$ cat config.mk
export PLATFORM = sky130hd
export DESIGN_NAME = branch_resolve_unit_flat
export DESIGN_NICKNAME = d
export VERILOG_FILES = /design/src/rtl/branch_resolve_unit_if.sv /design/src/rtl/branch_resolve_unit.sv /design/src/flat_wrapper.sv
export SDC_FILE = /design/constraint.sdc
export NUM_CORES = 1
export LEC_CHECK = 0
export BUFFER_PORTS_ARGS = -buffer_cell sky130_fd_sc_hd__buf_2
export CORE_MARGIN = 2
export CORE_UTILIZATION = 60
export CTS_BUF_LIST = sky130_fd_sc_hd__clkbuf_4 sky130_fd_sc_hd__clkbuf_8 sky130_fd_sc_hd__clkbuf_16
export CTS_CLUSTER_DIAMETER = 50
export DETAILED_ROUTE_END_ITERATION = 7
export GPL_ROUTABILITY_DRIVEN = 1
export PLACE_DENSITY = 0.95
export SYNTH_ARGS = -nofsm -noshare
export SYNTH_HDL_FRONTEND = slang
export SYNTH_SLANG_ARGS = --single-unit
$ cat constraint.sdc
create_clock -name Clk -period 4.61 [get_ports Clk]
set_input_delay 0 -clock Clk [delete_from_list [all_inputs] [get_ports Clk]]
set_output_delay 0 -clock Clk [all_outputs]
set_load 0.01 [all_outputs]
$ cat src/rtl/branch_resolve_unit_if.sv
// Fetch/resolve/BTB-update signal bundle for branch_resolve_unit.
// The slave modport is the unit's view; master is the surrounding pipeline's.
interface branch_resolve_unit_if #(
    parameter int WORD_SIZE = 16,
    parameter int CNT_W     = 16
);
    logic                 PredPush;
    logic [WORD_SIZE-1:0] PredPC;
    logic                 PredValid;
    logic [WORD_SIZE-1:0] PredTarget;
    logic                 ResolveValid;
    logic                 ResolveIsBranch;
    logic                 ResolveTaken;
    logic [WORD_SIZE-1:0] ResolveTarget;
    logic                 Flush;
    logic [WORD_SIZE-1:0] RedirectPC;
    logic                 UpdateEn;
    logic                 UpdateTaken;
    logic [WORD_SIZE-1:0] UpdatePC;
    logic [WORD_SIZE-1:0] UpdateTarget;
    logic                 Full;
    logic                 Empty;
    logic                 Overflow;
    logic [CNT_W-1:0]     ResolvedCnt;
    logic [CNT_W-1:0]     MispredCnt;

    modport master (
        output PredPush, PredPC, PredValid, PredTarget,
        output ResolveValid, ResolveIsBranch, ResolveTaken, ResolveTarget,
        input  Flush, RedirectPC, UpdateEn, UpdateTaken, UpdatePC, UpdateTarget,
        input  Full, Empty, Overflow, ResolvedCnt, MispredCnt
    );

    modport slave (
        input  PredPush, PredPC, PredValid, PredTarget,
        input  ResolveValid, ResolveIsBranch, ResolveTaken, ResolveTarget,
        output Flush, RedirectPC, UpdateEn, UpdateTaken, UpdatePC, UpdateTarget,
        output Full, Empty, Overflow, ResolvedCnt, MispredCnt
    );
endinterface

$ cat src/rtl/branch_resolve_unit.sv
// In-order prediction queue that checks execute results against BTB predictions,
// issuing flush/redirect and BTB training updates. Statistics counters: BRU_STATS_EN.
module branch_resolve_unit #(
    parameter int WORD_SIZE = 16,
    parameter int DEPTH     = 4,
    parameter int CNT_W     = 16
) (
    input  logic                 Clk,
    input  logic                 Reset,
    branch_resolve_unit_if.slave bus
);
    localparam int PTR_W = $clog2(DEPTH);
    localparam logic [PTR_W:0] QFULL = (PTR_W+1)'(DEPTH);

    typedef enum logic {RUN = 1'b0, FLUSH = 1'b1} state_t;

    state_t               stateReg;
    logic [WORD_SIZE-1:0] pcMem     [DEPTH];
    logic                 validMem  [DEPTH];
    logic [WORD_SIZE-1:0] targetMem [DEPTH];
    logic [PTR_W-1:0]     headPtr;
    logic [PTR_W-1:0]     tailPtr;
    logic [PTR_W:0]       countReg;

    logic                 isFull, isEmpty;
    logic                 popAccept, pushAccept, pushDropped;
    logic                 takenBranch, mispredict, updateHit;
    logic [WORD_SIZE-1:0] headPC, headTarget, pcPlusOne, predNext, actualNext;
    logic                 headValid;

    assign isFull    = (countReg == QFULL);
    assign isEmpty   = (countReg == '0);
    assign bus.Full  = isFull;
    assign bus.Empty = isEmpty;

    always_comb begin
        headPC      = pcMem[headPtr];
        headValid   = validMem[headPtr];
        headTarget  = targetMem[headPtr];
        pcPlusOne   = headPC + WORD_SIZE'(1);
        takenBranch = bus.ResolveIsBranch & bus.ResolveTaken;
        predNext    = headValid ? headTarget : pcPlusOne;
        actualNext  = takenBranch ? bus.ResolveTarget : pcPlusOne;
        popAccept   = (stateReg == RUN) & bus.ResolveValid & ~isEmpty;
        // A pop in the same cycle frees a slot, so a push while Full still lands.
        pushAccept  = (stateReg == RUN) & bus.PredPush & (~isFull | popAccept);
        pushDropped = (stateReg == RUN) & bus.PredPush & isFull & ~popAccept;
        mispredict  = popAccept & (predNext != actualNext);
        updateHit   = popAccept & (bus.ResolveIsBranch | headValid);
    end

    always_ff @(posedge Clk) begin
        if (pushAccept) begin
            pcMem[tailPtr]     <= bus.PredPC;
            validMem[tailPtr]  <= bus.PredValid;
            targetMem[tailPtr] <= bus.PredTarget;
        end
    end

    always_ff @(posedge Clk) begin
        if (Reset) begin
            stateReg         <= RUN;
            headPtr          <= '0;
            tailPtr          <= '0;
            countReg         <= '0;
            bus.Overflow     <= 1'b0;
            bus.Flush        <= 1'b0;
            bus.RedirectPC   <= '0;
            bus.UpdateEn     <= 1'b0;
            bus.UpdateTaken  <= 1'b0;
            bus.UpdatePC     <= '0;
            bus.UpdateTarget <= '0;
        end else begin
            bus.Flush        <= 1'b0;
            bus.RedirectPC   <= '0;
            bus.UpdateEn     <= 1'b0;
            bus.UpdateTaken  <= 1'b0;
            bus.UpdatePC     <= '0;
            bus.UpdateTarget <= '0;
            case (stateReg)
                RUN: begin
                    if (pushAccept) tailPtr <= tailPtr + PTR_W'(1);
                    if (popAccept)  headPtr <= headPtr + PTR_W'(1);
                    case ({pushAccept, popAccept})
                        2'b10:   countReg <= countReg + (PTR_W+1)'(1);
                        2'b01:   countReg <= countReg - (PTR_W+1)'(1);
                        default: countReg <= countReg;
                    endcase
                    if (pushDropped) bus.Overflow <= 1'b1;
                    bus.Flush        <= mispredict;
                    bus.RedirectPC   <= mispredict ? actualNext : '0;
                    bus.UpdateEn     <= updateHit;
                    bus.UpdateTaken  <= updateHit & takenBranch;
                    bus.UpdatePC     <= updateHit ? headPC : '0;
                    bus.UpdateTarget <= updateHit ? actualNext : '0;
                    if (mispredict) stateReg <= FLUSH;
                end
                default: begin
                    // Everything still queued is younger than the mispredict: drop it.
                    headPtr  <= '0;
                    tailPtr  <= '0;
                    countReg <= '0;
                    stateReg <= RUN;
                end
            endcase
        end
    end

`ifdef BRU_STATS_EN
    logic [CNT_W-1:0] resolvedCntReg, mispredCntReg;

    always_ff @(posedge Clk) begin
        if (Reset) begin
            resolvedCntReg <= '0;
            mispredCntReg  <= '0;
        end else begin
            if (popAccept && resolvedCntReg != '1)
                resolvedCntReg <= resolvedCntReg + CNT_W'(1);
            if (mispredict && mispredCntReg != '1)
                mispredCntReg <= mispredCntReg + CNT_W'(1);
        end
    end

    assign bus.ResolvedCnt = resolvedCntReg;
    assign bus.MispredCnt  = mispredCntReg;
`else
    assign bus.ResolvedCnt = {CNT_W{1'b0}};
    assign bus.MispredCnt  = {CNT_W{1'b0}};
`endif
endmodule

$ cat src/flat_wrapper.sv
// flat-port wrapper written by rule: the top's interface ports become plain ports
module branch_resolve_unit_flat 
#(
    parameter int WORD_SIZE = 16,
    parameter int DEPTH     = 4,
    parameter int CNT_W     = 16
)
  (Clk, Reset, bus_PredPush, bus_PredPC, bus_PredValid, bus_PredTarget, bus_ResolveValid, bus_ResolveIsBranch, bus_ResolveTaken, bus_ResolveTarget, bus_Flush, bus_RedirectPC, bus_UpdateEn, bus_UpdateTaken, bus_UpdatePC, bus_UpdateTarget, bus_Full, bus_Empty, bus_Overflow, bus_ResolvedCnt, bus_MispredCnt);
  branch_resolve_unit_if #(.WORD_SIZE(WORD_SIZE), .CNT_W(CNT_W)) bus_i ();
  input  logic Clk;
  input  logic Reset;
  input wire logic [$bits(bus_i.PredPush)-1:0] bus_PredPush;
  input wire logic [$bits(bus_i.PredPC)-1:0] bus_PredPC;
  input wire logic [$bits(bus_i.PredValid)-1:0] bus_PredValid;
  input wire logic [$bits(bus_i.PredTarget)-1:0] bus_PredTarget;
  input wire logic [$bits(bus_i.ResolveValid)-1:0] bus_ResolveValid;
  input wire logic [$bits(bus_i.ResolveIsBranch)-1:0] bus_ResolveIsBranch;
  input wire logic [$bits(bus_i.ResolveTaken)-1:0] bus_ResolveTaken;
  input wire logic [$bits(bus_i.ResolveTarget)-1:0] bus_ResolveTarget;
  output wire logic [$bits(bus_i.Flush)-1:0] bus_Flush;
  output wire logic [$bits(bus_i.RedirectPC)-1:0] bus_RedirectPC;
  output wire logic [$bits(bus_i.UpdateEn)-1:0] bus_UpdateEn;
  output wire logic [$bits(bus_i.UpdateTaken)-1:0] bus_UpdateTaken;
  output wire logic [$bits(bus_i.UpdatePC)-1:0] bus_UpdatePC;
  output wire logic [$bits(bus_i.UpdateTarget)-1:0] bus_UpdateTarget;
  output wire logic [$bits(bus_i.Full)-1:0] bus_Full;
  output wire logic [$bits(bus_i.Empty)-1:0] bus_Empty;
  output wire logic [$bits(bus_i.Overflow)-1:0] bus_Overflow;
  output wire logic [$bits(bus_i.ResolvedCnt)-1:0] bus_ResolvedCnt;
  output wire logic [$bits(bus_i.MispredCnt)-1:0] bus_MispredCnt;
  assign bus_i.PredPush = bus_PredPush;
  assign bus_i.PredPC = bus_PredPC;
  assign bus_i.PredValid = bus_PredValid;
  assign bus_i.PredTarget = bus_PredTarget;
  assign bus_i.ResolveValid = bus_ResolveValid;
  assign bus_i.ResolveIsBranch = bus_ResolveIsBranch;
  assign bus_i.ResolveTaken = bus_ResolveTaken;
  assign bus_i.ResolveTarget = bus_ResolveTarget;
  assign bus_Flush = bus_i.Flush;
  assign bus_RedirectPC = bus_i.RedirectPC;
  assign bus_UpdateEn = bus_i.UpdateEn;
  assign bus_UpdateTaken = bus_i.UpdateTaken;
  assign bus_UpdatePC = bus_i.UpdatePC;
  assign bus_UpdateTarget = bus_i.UpdateTarget;
  assign bus_Full = bus_i.Full;
  assign bus_Empty = bus_i.Empty;
  assign bus_Overflow = bus_i.Overflow;
  assign bus_ResolvedCnt = bus_i.ResolvedCnt;
  assign bus_MispredCnt = bus_i.MispredCnt;
  branch_resolve_unit #(.WORD_SIZE(WORD_SIZE), .DEPTH(DEPTH), .CNT_W(CNT_W)) u_core (.Clk(Clk), .Reset(Reset), .bus(bus_i));
endmodule
# [Yosys cells after proc, flatten, opt, wreduce, memory -nomap -nowiden]
# Memories as Yosys holds them, arrays and structs flattened. A register that Yosys moved wholly into a read port is not among the register bits.
# Index checks and enable logic that the tools add are counted.
[word_totals] ramBits=132 regBits=60 mem_count=3
[memory_table] name="u_core.pcMem" depth=4 word_bits=16 read_ports=1 rd_ports_with_merged_regs=1 write_ports=1 line="branch_resolve_unit.sv:18" text="logic [WORD_SIZE-1:0] pcMem [DEPTH];"
[memory_table] name="u_core.targetMem" depth=4 word_bits=16 read_ports=1 rd_ports_with_merged_regs=1 write_ports=1 line="branch_resolve_unit.sv:20" text="logic [WORD_SIZE-1:0] targetMem [DEPTH];"
[memory_table] name="u_core.validMem" depth=4 word_bits=1 read_ports=1 rd_ports_with_merged_regs=1 write_ports=1 line="branch_resolve_unit.sv:19" text="logic validMem [DEPTH];"
[op_classes] n_eq_ne=4 n_mux=12 n_reduce_logical=6 bitwise=18 add_sub_neg=5
[op_table] op="$mux W16" n=2
[op_table] op="$add A16 B1 Y16 const B" n=1
[op_table] op="$ne A16 B16 Y1" n=1
[op_table] op="$mux W2" n=6
[op_table] op="$and A1 B1 Y1" n=10
[op_table] op="$not A1 Y1" n=6
[op_table] op="$pmux W3 S2" n=1
[op_table] op="$reduce_or A3 Y1" n=2
[op_table] op="$add A2 B1 Y2 const B" n=2
[op_table] op="$add A3 B1 Y3 const B" n=1
[op_table] op="$eq A3 B3 Y1 const B" n=1
[op_table] op="$logic_not A3 Y1" n=1
[op_table] op="$mux W1" n=3
[op_table] op="$sub A3 B1 Y3 const B" n=1
[op_table] op="$eq A2 B1 Y1 const B" n=1
[op_table] op="$eq A2 B2 Y1 const B" n=1
[op_table] op="$or A1 B1 Y1" n=2
[op_table] op="$reduce_and A2 Y1" n=1
[op_table] op="$reduce_bool A2 Y1" n=1
[op_table] op="$reduce_or A2 Y1" n=1

# [Longest topological paths before layout]
# Gate-level depths: netlist (run 1).
[logic_depth] ltp_word=7 mapped_depth=14 ltp_nobuf=11

# [Worst setup path after synthesis (run 1)]
# Ideal clock, no wire load.
[synth_timing] kind="flip-flop to flip-flop" start="register with a tool-made name" end="register u_core.bus.RedirectPC[10]" t_arrival_ns=3.007 synth_period_minus_slack_ns=3.134 setup_slack_ns=1.476 setup_ns=0.127 t_required_ns=4.483 stages_incl_launch_ff=14 path_cell_list="dfxtp_1 -> buf_6 -> buf_12 -> mux4_2 -> ha_1 -> nor2b_1 -> o21ai_1 -> o311ai_4 -> o221ai_2 -> nor4_2 -> nand4_1 -> o21ai_4 -> buf_8 -> a21oi_2"
[synth_lines] element="end signal: assignment" line="branch_resolve_unit.sv:91" text="bus.RedirectPC <= mispredict ? actualNext : '0;"
[synth_lines] element="end: declaration" line="branch_resolve_unit_if.sv:37" text="output Flush, RedirectPC, UpdateEn, UpdateTaken, UpdatePC, UpdateTarget,"

==> run summary, run 1 <==
The run finished with clean final reports. The tools report the leakage dissipation as 3.68 nW. The maximum vdd drop is 0.000323 V. The number of buffers added on ports is 108. The floorplan has 43 rows. The number of different library cells used by synthesis comes to 66.

Counting tap cells, the placed design contains a total of 853 instances. The floorplan step defined a core boundary enclosing 13800 um2. For this run, design rule violations remaining after detail routing come to 0.

The clock arrives with 0.0161 ns of skew. The total overflow left after global routing is 0. The proportion of synthesized flip-flops having asynchronous set or reset came out at 0. After synthesis, the most frequently instantiated cells are edfxtp_1 (132), dfxtp_1 (61), nor2_1 (43).

During synthesis, Yosys emitted a total of 0 warnings. The number of antenna cells inserted is 0, and the layout overhead on the synthesized area is 18.2%. The library cell occupying the most area in the post-synthesis netlist is edfxtp_1. In this run, post-CTS hold repair placed 42 buffers. The tools report the required arrival time at the worst endpoint as 4.90 ns.

The fraction of layout instances using a drive strength above 1 is 0.289. The design draws 0.00596 W. The final cell count without fillers is 927, and the power density normalized to cell area is 602 nW/um2. STA classifies the critical path startpoint as a flip-flop. The portion of the clock cycle consumed by the worst path in the final layout was 0.808; the number of global-route vias before repair was 5233. After legalization and detailed placement, the total HPWL measured 12.7 mm.

Dividing the detail-routed wire length by the instance count gives 19.8 um. Net count reported at finish: 796. The H-tree was split into 4 levels. By area the synthesized netlist is led by edfxtp_1 (47%), dfxtp_1 (15%), mux4_2 (7.3%). Among all cell types in the netlist, the one instantiated most often is edfxtp_1. Of all nets on the critical path, the largest fanout is 20. The logs give 5 for the detailed-routing iteration count for the pre-antenna-repair pass and 0 for the number of antenna violations at the first check in global routing. Once the clock tree was built, the setup fixing pass inserted 0 buffers. Later-pin clock latency in the skew report: 0.44 ns.

The critical path is of the reg -> reg type. The tools report the share of the yosys chip area belonging to registers as 0.620. Starting utilization of the core area: 0.607. Setup repair after global routing left no endpoint under its margin. Data arrives at the worst endpoint at 4.01 ns. The via density per instance was 5.71. Counting flops with a built-in enable in the synthesized netlist gives 132. The tools report the largest net degree at the start of global routing as 34. For the pin with the worst max-slew slack, the measured transition is 0.945 ns.

The netlist area before placement came out at 8370 um2. The tree is rooted in a clkbuf_16. The hold violation total from the final report is 0.

TritonCTS built the clock tree. The number of buffers inserted during clock tree synthesis was 17; the total wire length after detailed routing was 18.4 mm. The via count was 5292. The flip-flop and latch count after synthesis was 193; the area share of the largest cell type after synthesis was 0.474. Commonest register cell after synthesis: edfxtp_1.

After clock tree synthesis, the clock-pin slew on the worst setup and hold paths is 0.07 ns. The count of final setup violators was 0. For the number of routed nets with antenna violations, the log shows 0.

The tightest min-delay check is of the in -> reg type. In this run the vertical extent of the chip is 122 um. Averaged over all synthesized cells, the footprint is 14.5 um2. The run gives 0 as the total count of max-transition violations in the final report. After routing, the total negative slack on setup checks comes to 0 ns. For the post-synthesis cell count, the log shows 577. The horizontal die dimension came out at 122 um. The first global-routing pass estimated 28.0 mm of wire. The global-route usage over all layers is 0.258.

The critical path endpoint category was a flip-flop. The number of gates resized after CTS was 0. During I/O placement, the number of pins put on the boundary was 141.

After the first detailed-routing iteration, the DRC count stood at 416. Number of clock sinks: 193. Max-cap violations in this run came to 0.

For the number of buffers on the longest clock path, the log shows 2. The congestion estimate from routability-driven global placement came to 0.883. The tools report the top achievable clock speed as 0.268 GHz. The worst relative slew slack was 0.368; the final period demand of the worst path was 3.73 ns. The full die area came out at 14900 um2.
[flip-flops by register name, indices dropped and copies added, names as in the netlist, named ones only]
| signal | cells |
|---|---|
| u_core.pcMem | 64 |
| u_core.targetMem | 64 |
| u_core.bus.RedirectPC | 16 |
| u_core.bus.UpdatePC | 16 |
| u_core.bus.UpdateTarget | 16 |
| u_core.validMem | 4 |
| u_core.countReg | 3 |
| u_core.headPtr | 2 |
| u_core.tailPtr | 2 |
| u_core.bus.Overflow | 1 |
| u_core.bus.UpdateEn | 1 |
| u_core.bus.UpdateTaken | 1 |
| u_core.stateReg | 1 |
[cell usage in the layout (no fill, tap or decap), types with 3 or more instances in the layout]
cell / instances
edfxtp_1: 132
xnor2_1: 30
ha_1: 6
nand2b_1: 3
o311ai_1: 4
clkbuf_16: 17
mux2i_1: 5
a31oi_1: 4
dlygate4sd3_1: 42
conb_1: 32
a21oi_1: 16
o21ai_1: 5
o21ai_0: 18
nor2_2: 3
nand2_1: 29
a21oi_2: 9
mux4_2: 27
inv_1: 11
mux4_1: 6
xor2_1: 21
nor3_1: 6
inv_6: 5
inv_8: 3
nor3b_1: 3
and2_1: 8
or2_2: 4
buf_2: 108
and3_1: 3
buf_4: 10
nand3_1: 8
nor2_1: 43
nor2b_1: 15
dfxtp_1: 60
[where the power goes]
group | leakage [nW] | internal [W] | switching (W)
Combinational | 1.71 | 0.000928 | 0.00135
Sequential | 1.70 | 0.00219 | 0.000122
Clock | 0.268 | 0.000706 | 0.000661
Total | 3.68 | 0.00383 | 0.00213
[stage by stage]
| step | utilization | worst slack, ns | hold slack (ns) | area, um2 |
|---|---|---|---|---|
| after CTS | 0.718 | 0.924 | 0.00481 | 9890 |
| final | 0.718 | 0.884 | 0.0252 | 9890 |
| after global routing | 0.718 | 0.602 | 0.0380 | 9890 |
| after detailed placement | 0.648 | 0.930 | 0.212 | 8920 |
| after global placement | 0.648 | 1.07 | 0.207 | 8920 |
| after floorplan | - | 1.48 | 0.0724 | 8480 |
[critical path: stages, from the launching register on]
cell and delay, ns:
dfxtp_1 0.62, buf_4 0.38, mux4_2 0.40, nand3_2 0.18
nor3b_2 0.36, nand3_1 0.17, xor2_1 0.33, xor2_1 0.25
a41oi_1 0.21, o21ai_4 0.50, a21oi_1 0.14
[logic make-up (layout without fill, tap and decap cells)]
logic type,Yosys count,in the layout,share of synthesized area
buffers and inverters,65,204,0.0541
muxes,39,39,0.0993
adders and majority gates,8,8,0.0126
DFF,193,193,0.620
xor gates and xnor gates,53,53,0.0582
AOI/OAI and AO/OA,73,73,0.0622
other,1,32,0.000448
and+or+nand+nor,145,145,0.0935
[metal layers]
metal,vias to the layer above,part of all wire,GRT usage
li1,2376,-,-
met1,2608,0.40,0.333
met2,277,0.50,0.425
met3,31,0.074,0.0520
met4,0,0.025,0.114
met5,-,0,0
[layout make-up]
class,instances,area [um2]
tap,180,225
timing repair buffer,160,1040
multi-input combinational,350,2850
clock inverter,15,124
clock buffer,17,425
inverter,12,45.0
fill,892,3880
sequential,193,5190
[worst paths after layout]
| check | startpoint | to | slack (ns) | cells after the start |
|---|---|---|---|---|
| setup / recovery | flip-flop | u_core.bus.RedirectPC[3]$_SDFF_PP0_ | 0.88 | 10 |
| hold / removal | bus_ResolveTarget[11] | u_core.bus.RedirectPC[11]$_SDFF_PP0_ | 0.03 | 3 |
| setup reg to reg | flip-flop | u_core.bus.RedirectPC[3]$_SDFF_PP0_ | 0.88 | 10 |
| hold reg to reg | u_core.countReg[0]$_SDFFE_PP0P_ | u_core.countReg[0]$_SDFFE_PP0P_ | 0.54 | 2 |
(Power assumes the default switching activity.)
==> inputs of run 2 (changes only) <==
--- a/config.mk
+++ b/config.mk
@@ -5,14 +5,15 @@
 export SDC_FILE = /design/constraint.sdc
 export NUM_CORES = 1
 export LEC_CHECK = 0
+export ABC_AREA = 1
 export BUFFER_PORTS_ARGS = -buffer_cell sky130_fd_sc_hd__buf_2
 export CORE_MARGIN = 2
-export CORE_UTILIZATION = 60
+export CORE_UTILIZATION = 51
 export CTS_BUF_LIST = sky130_fd_sc_hd__clkbuf_4 sky130_fd_sc_hd__clkbuf_8 sky130_fd_sc_hd__clkbuf_16
 export CTS_CLUSTER_DIAMETER = 50
 export DETAILED_ROUTE_END_ITERATION = 7
 export GPL_ROUTABILITY_DRIVEN = 1
-export PLACE_DENSITY = 0.95
+export PLACE_DENSITY = 0.87
 export SYNTH_ARGS = -nofsm -noshare
 export SYNTH_HDL_FRONTEND = slang
 export SYNTH_SLANG_ARGS = --single-unit
==> constraint.sdc (replaced) <==
create_clock -name Clk -period 3.1 [get_ports Clk]
set_input_delay 0 -clock Clk [delete_from_list [all_inputs] [get_ports Clk]]
set_output_delay 0 -clock Clk [all_outputs]
set_load 0.01 [all_outputs]
==> run summary, run 2 <==
Of all cell types, the one taking the most synthesized area is edfxtp_1. For the maximum vdd drop, the log shows 0.000527 V (+64%). The routed wirelength normalized by instance count was 16.2 um (-18%). Sorting the synthesized cells by how often they occur yields nand2_1 (327), edfxtp_1 (132), nand3_1 (83). The final period demand of the worst path works out to 2.88 ns (-0.843 ns). The most used flip-flop cell after synthesis is edfxtp_1.

The worst setup path is captured at a flip-flop. The hold-critical path depth is 4 (+1). The flip-flop and latch count after synthesis was 193 (unchanged); the data arrival time of the worst path was 3.25 ns (-0.76 ns). The number of top-level design ports came out at 141 (unchanged).

Total count of max-transition violations in the final report: 0 (unchanged). The cell at the root of the clock tree was clkbuf_16. The logs give 4 (unchanged) for the depth of the CTS H-tree and 0 (unchanged) for the count of final setup violators.

In this run the critical register-to-register path is launched from u_core.stateReg$_SDFF_PP0_. For the full die area, the log shows 18200 um2 (+22%). The later-pin clock latency in the skew report came out at 0.45 ns (about the same). The logs give 0 (unchanged) for the buffer count from post-CTS setup fixing and 0 (unchanged) for the number of antenna cells inserted. For the netlist area before placement, the log shows 8730 um2 (+4.3%).

The path class of the lowest-slack min-delay path is in -> reg. The leakage dissipation came out at 4.64 nW (+26%). From synthesis to final layout, the design area changed by 20.5%.

The final routed DRC violation total was 0 (unchanged); the maximum fanout count along the critical path was 26 (+30%). The worst slack at placement came out at 0.220 ns (-0.710 ns). The run gives 932 (+62%) as the post-synthesis cell count. The reported max-cap violation count is 0 (unchanged).

The worst reg2reg path depth is 6 (-4), and the portion of the clock cycle consumed by the worst path in the final layout is 0.930 (+0.122). Average footprint of a synthesized cell: 9.37 um2 (-35%). The horizontal die dimension is 135 um (+10%).

The tools report the half-perimeter wire length of the detailed placement result as 14.1 mm (+11%). The run gives 0.347 GHz (+29%) as the top achievable clock speed. The worst register-to-register path ends at u_core.bus.UpdatePC[6]$_SDFF_PP0_. The run gives 6 (+1) as the detailed-routing iteration count for the pre-antenna-repair pass.

The die height is 135 um (+10%). The accumulated negative setup slack was 0 ns (unchanged); the proportion of synthesized flip-flops having asynchronous set or reset was 0 (unchanged). Setup repair after global routing left no endpoint under its margin.

The run finished with clean final reports. The number of buffers added on ports came out at 108 (unchanged). The tools report the startpoint of the worst hold path as bus_ResolveTarget[9]. For the fill cell total of the finished layout, the log shows 1249 (+40%). The worst-case register-to-register setup slack was 0.22 ns (-0.67 ns); the number of buffers inserted during clock tree synthesis was 17 (unchanged).

The logs give 33.3 mm (+19%) for the wire length of the first global-routing pass and 43 (-35%) for the count of cell types in the netlist. The number of buffers on the longest clock path was 2 (unchanged). The power density normalized to cell area came out at 843 nW/um2 (+40%).

STA classifies the critical path startpoint as a flip-flop. The via density per instance is 5.31 (-6.9%). The area share of the largest cell type after synthesis is 0.454 (-0.0196).

Required arrival time at the worst endpoint: 3.47 ns (-1.43 ns). Leaving out fill and tap cells, the most frequent cell in the layout is nand2_1. The total of warnings raised by yosys came out at 0 (unchanged). The type of the worst setup path is reg -> reg. The final worst clock skew came out at 0.0117 ns (-0.00442 ns). The tools report the number of antenna violations at the first check in global routing as 0 (unchanged). In the layout the commonest cells are nand2_1 (326), edfxtp_1 (132), buf_2 (108), nand3_1 (83), nor2_1 (73).

The tools report the first-iteration detailed-routing DRC count as 710 (+71%). The clock transition at the register clock pins on the worst setup and hold paths after CTS came out at 0.07 ns (about the same). The logs give 0 (unchanged) for the hold violation total from the final report and 0.0308 ns (+0.00561 ns) for the final-layout worst hold slack. The tools report the number of clock sinks as 193 (unchanged).

Net count reported at finish: 1151 (+45%). The global-route usage over all layers was 0.241 (-0.0164); the row count was 47 (+9.3%). The number of flops mapped to enable cells by yosys came out at 132 (unchanged). Yosys instantiated no cell more often than nand2_1. The logs give 0.218 ns (-0.667 ns) for the final worst slack and 16600 um2 (+21%) for the core area. The largest registers in the layout are u_core.pcMem x64, u_core.targetMem x64.

The final cell count without fillers was 1322 (+43%); the worst relative slew slack was 0.222 (-0.146). The run gives 0 (unchanged) as the number of routed nets with antenna violations. Largest net degree at the start of global routing: 34 (unchanged). By area the synthesized netlist is led by edfxtp_1 (45%), nand2_1 (14%), dfxtp_1 (14%). The logs give 6509 (+24%) for the number of global-route vias before repair and 0.964 (+9.1%) for the placer congestion estimate.

The share of the yosys chip area belonging to registers is 0.594 (-0.0257), and the via count is 7025 (+33%). The fraction of layout instances using a drive strength above 1 works out to 0.212 (-0.0768). The total global routing overflow came out at 0 (unchanged).

The path with the worst hold slack has its endpoint at u_core.bus.RedirectPC[9]$_SDFF_PP0_. For the starting utilization of the core area, the log shows 0.524 (-0.0830). The total wire length after detailed routing is 21.4 mm (+17%). TritonCTS built the clock tree. The post-placement cell count was 1243 (+46%); the slew of the pin with the lowest slew margin was 1.17 ns (+0.221 ns).
-- run 2: cell types whose count changed in the layout (fill, tap and decap cells not counted), sizes merged, moves of 27 or more --
cell / delta
nand3: +77
inv: +27
mux4: -33
nor2: +51
xnor2: -31
nand2: +311
-- run 2: layout make-up --
type	count	area, um2	area share
sequential	193	5190	0.493
multi-input combinational	662	3090	0.294
timing repair buffer	175	1170	0.112
clock buffer	18	433	0.0412
tap	220	275	0.0262
clock inverter	14	199	0.0189
inverter	40	155	0.0148
-- run 2: worst max path at each step --
stage / slack (ns) / startpoint / cells past startpoint / to
final: 0.22 / u_core.stateReg$_SDFF_PP0_ / 6 / u_core.bus.UpdatePC[6]$_SDFF_PP0_
after global routing: 0.002 / flip-flop / 21 / u_core.bus.RedirectPC[8]$_SDFF_PP0_
after CTS: 0.16 / flip-flop / 21 / u_core.bus.RedirectPC[0]$_SDFF_PP0_
after detailed placement: 0.22 / flip-flop / 21 / u_core.bus.RedirectPC[0]$_SDFF_PP0_
after global placement: 0.33 / flip-flop / 21 / u_core.bus.RedirectPC[0]$_SDFF_PP0_
after floorplan: 0.17 / u_core.countReg[1]$_SDFFE_PP0P_ / 6 / u_core.pcMem[0][0]$_DFFE_PP_
-- run 2: metrics by stage --
step | total power [W] | utilization | instance area, um2
6_report | 0.00887 | 0.632 | 10500
5_1_grt | 0.00935 | 0.632 | 10500
4_1_cts | 0.00876 | 0.630 | 10500
3_5_place_dp | 0.00637 | 0.564 | 9380
3_3_place_gp | 0.00631 | 0.564 | 9380
2_1_floorplan | 0.00556 | - | 8840
-- run 2: cells by family (layout without fill, tap and decap cells) --
| group | after synthesis | count (layout) | synth area share |
|---|---|---|---|
| AOI/OAI and AO/OA | 63 | 63 | 0.0440 |
| xor gates and xnor gates | 3 | 3 | 0.00301 |
| adders and majority gates | 7 | 7 | 0.0109 |
| buffers and inverters | 109 | 247 | 0.0701 |
| DFF | 193 | 193 | 0.594 |
| other | 1 | 32 | 0.000430 |
| and+or+nand+nor | 556 | 557 | 0.278 |
-- run 2: timing repair --
item / in CTS / in global routing
hold buffers: 46 / 0
hold endpoints to repair: 159 / 0
resized for setup: 0 / 8
endpoints found under the setup margin: 0 / 17
-- run 2: where the power goes --
part	internal [W]	total (W)	leakage, nW	switching [W]
logic	0.00103	0.00324	2.63	0.00221
registers	0.00314	0.00327	1.71	0.000133
clock network	0.00137	0.00236	0.310	0.000989
total	0.00554	0.00887	4.64	0.00333
-- run 2: critical path: stages (launching register included) --
cell     delay, ns
dfxtp_1       0.40
nor3_1        0.47
inv_1         0.16
nor2_1        0.71
o21ai_2       0.57
buf_4         0.34
nor2_1        0.13
-- run 2: layer usage --
metal / part of all wire / GRT usage / up-vias / wire (um)
met5: 0 / 0 / - / 0
met3: 0.087 / 0.0541 / 56 / 1860
met1: 0.41 / 0.310 / 3262 / 8720
li1: - / - / 3331 / -
met4: 0.033 / 0.116 / 0 / 699
met2: 0.47 / 0.389 / 376 / 10200
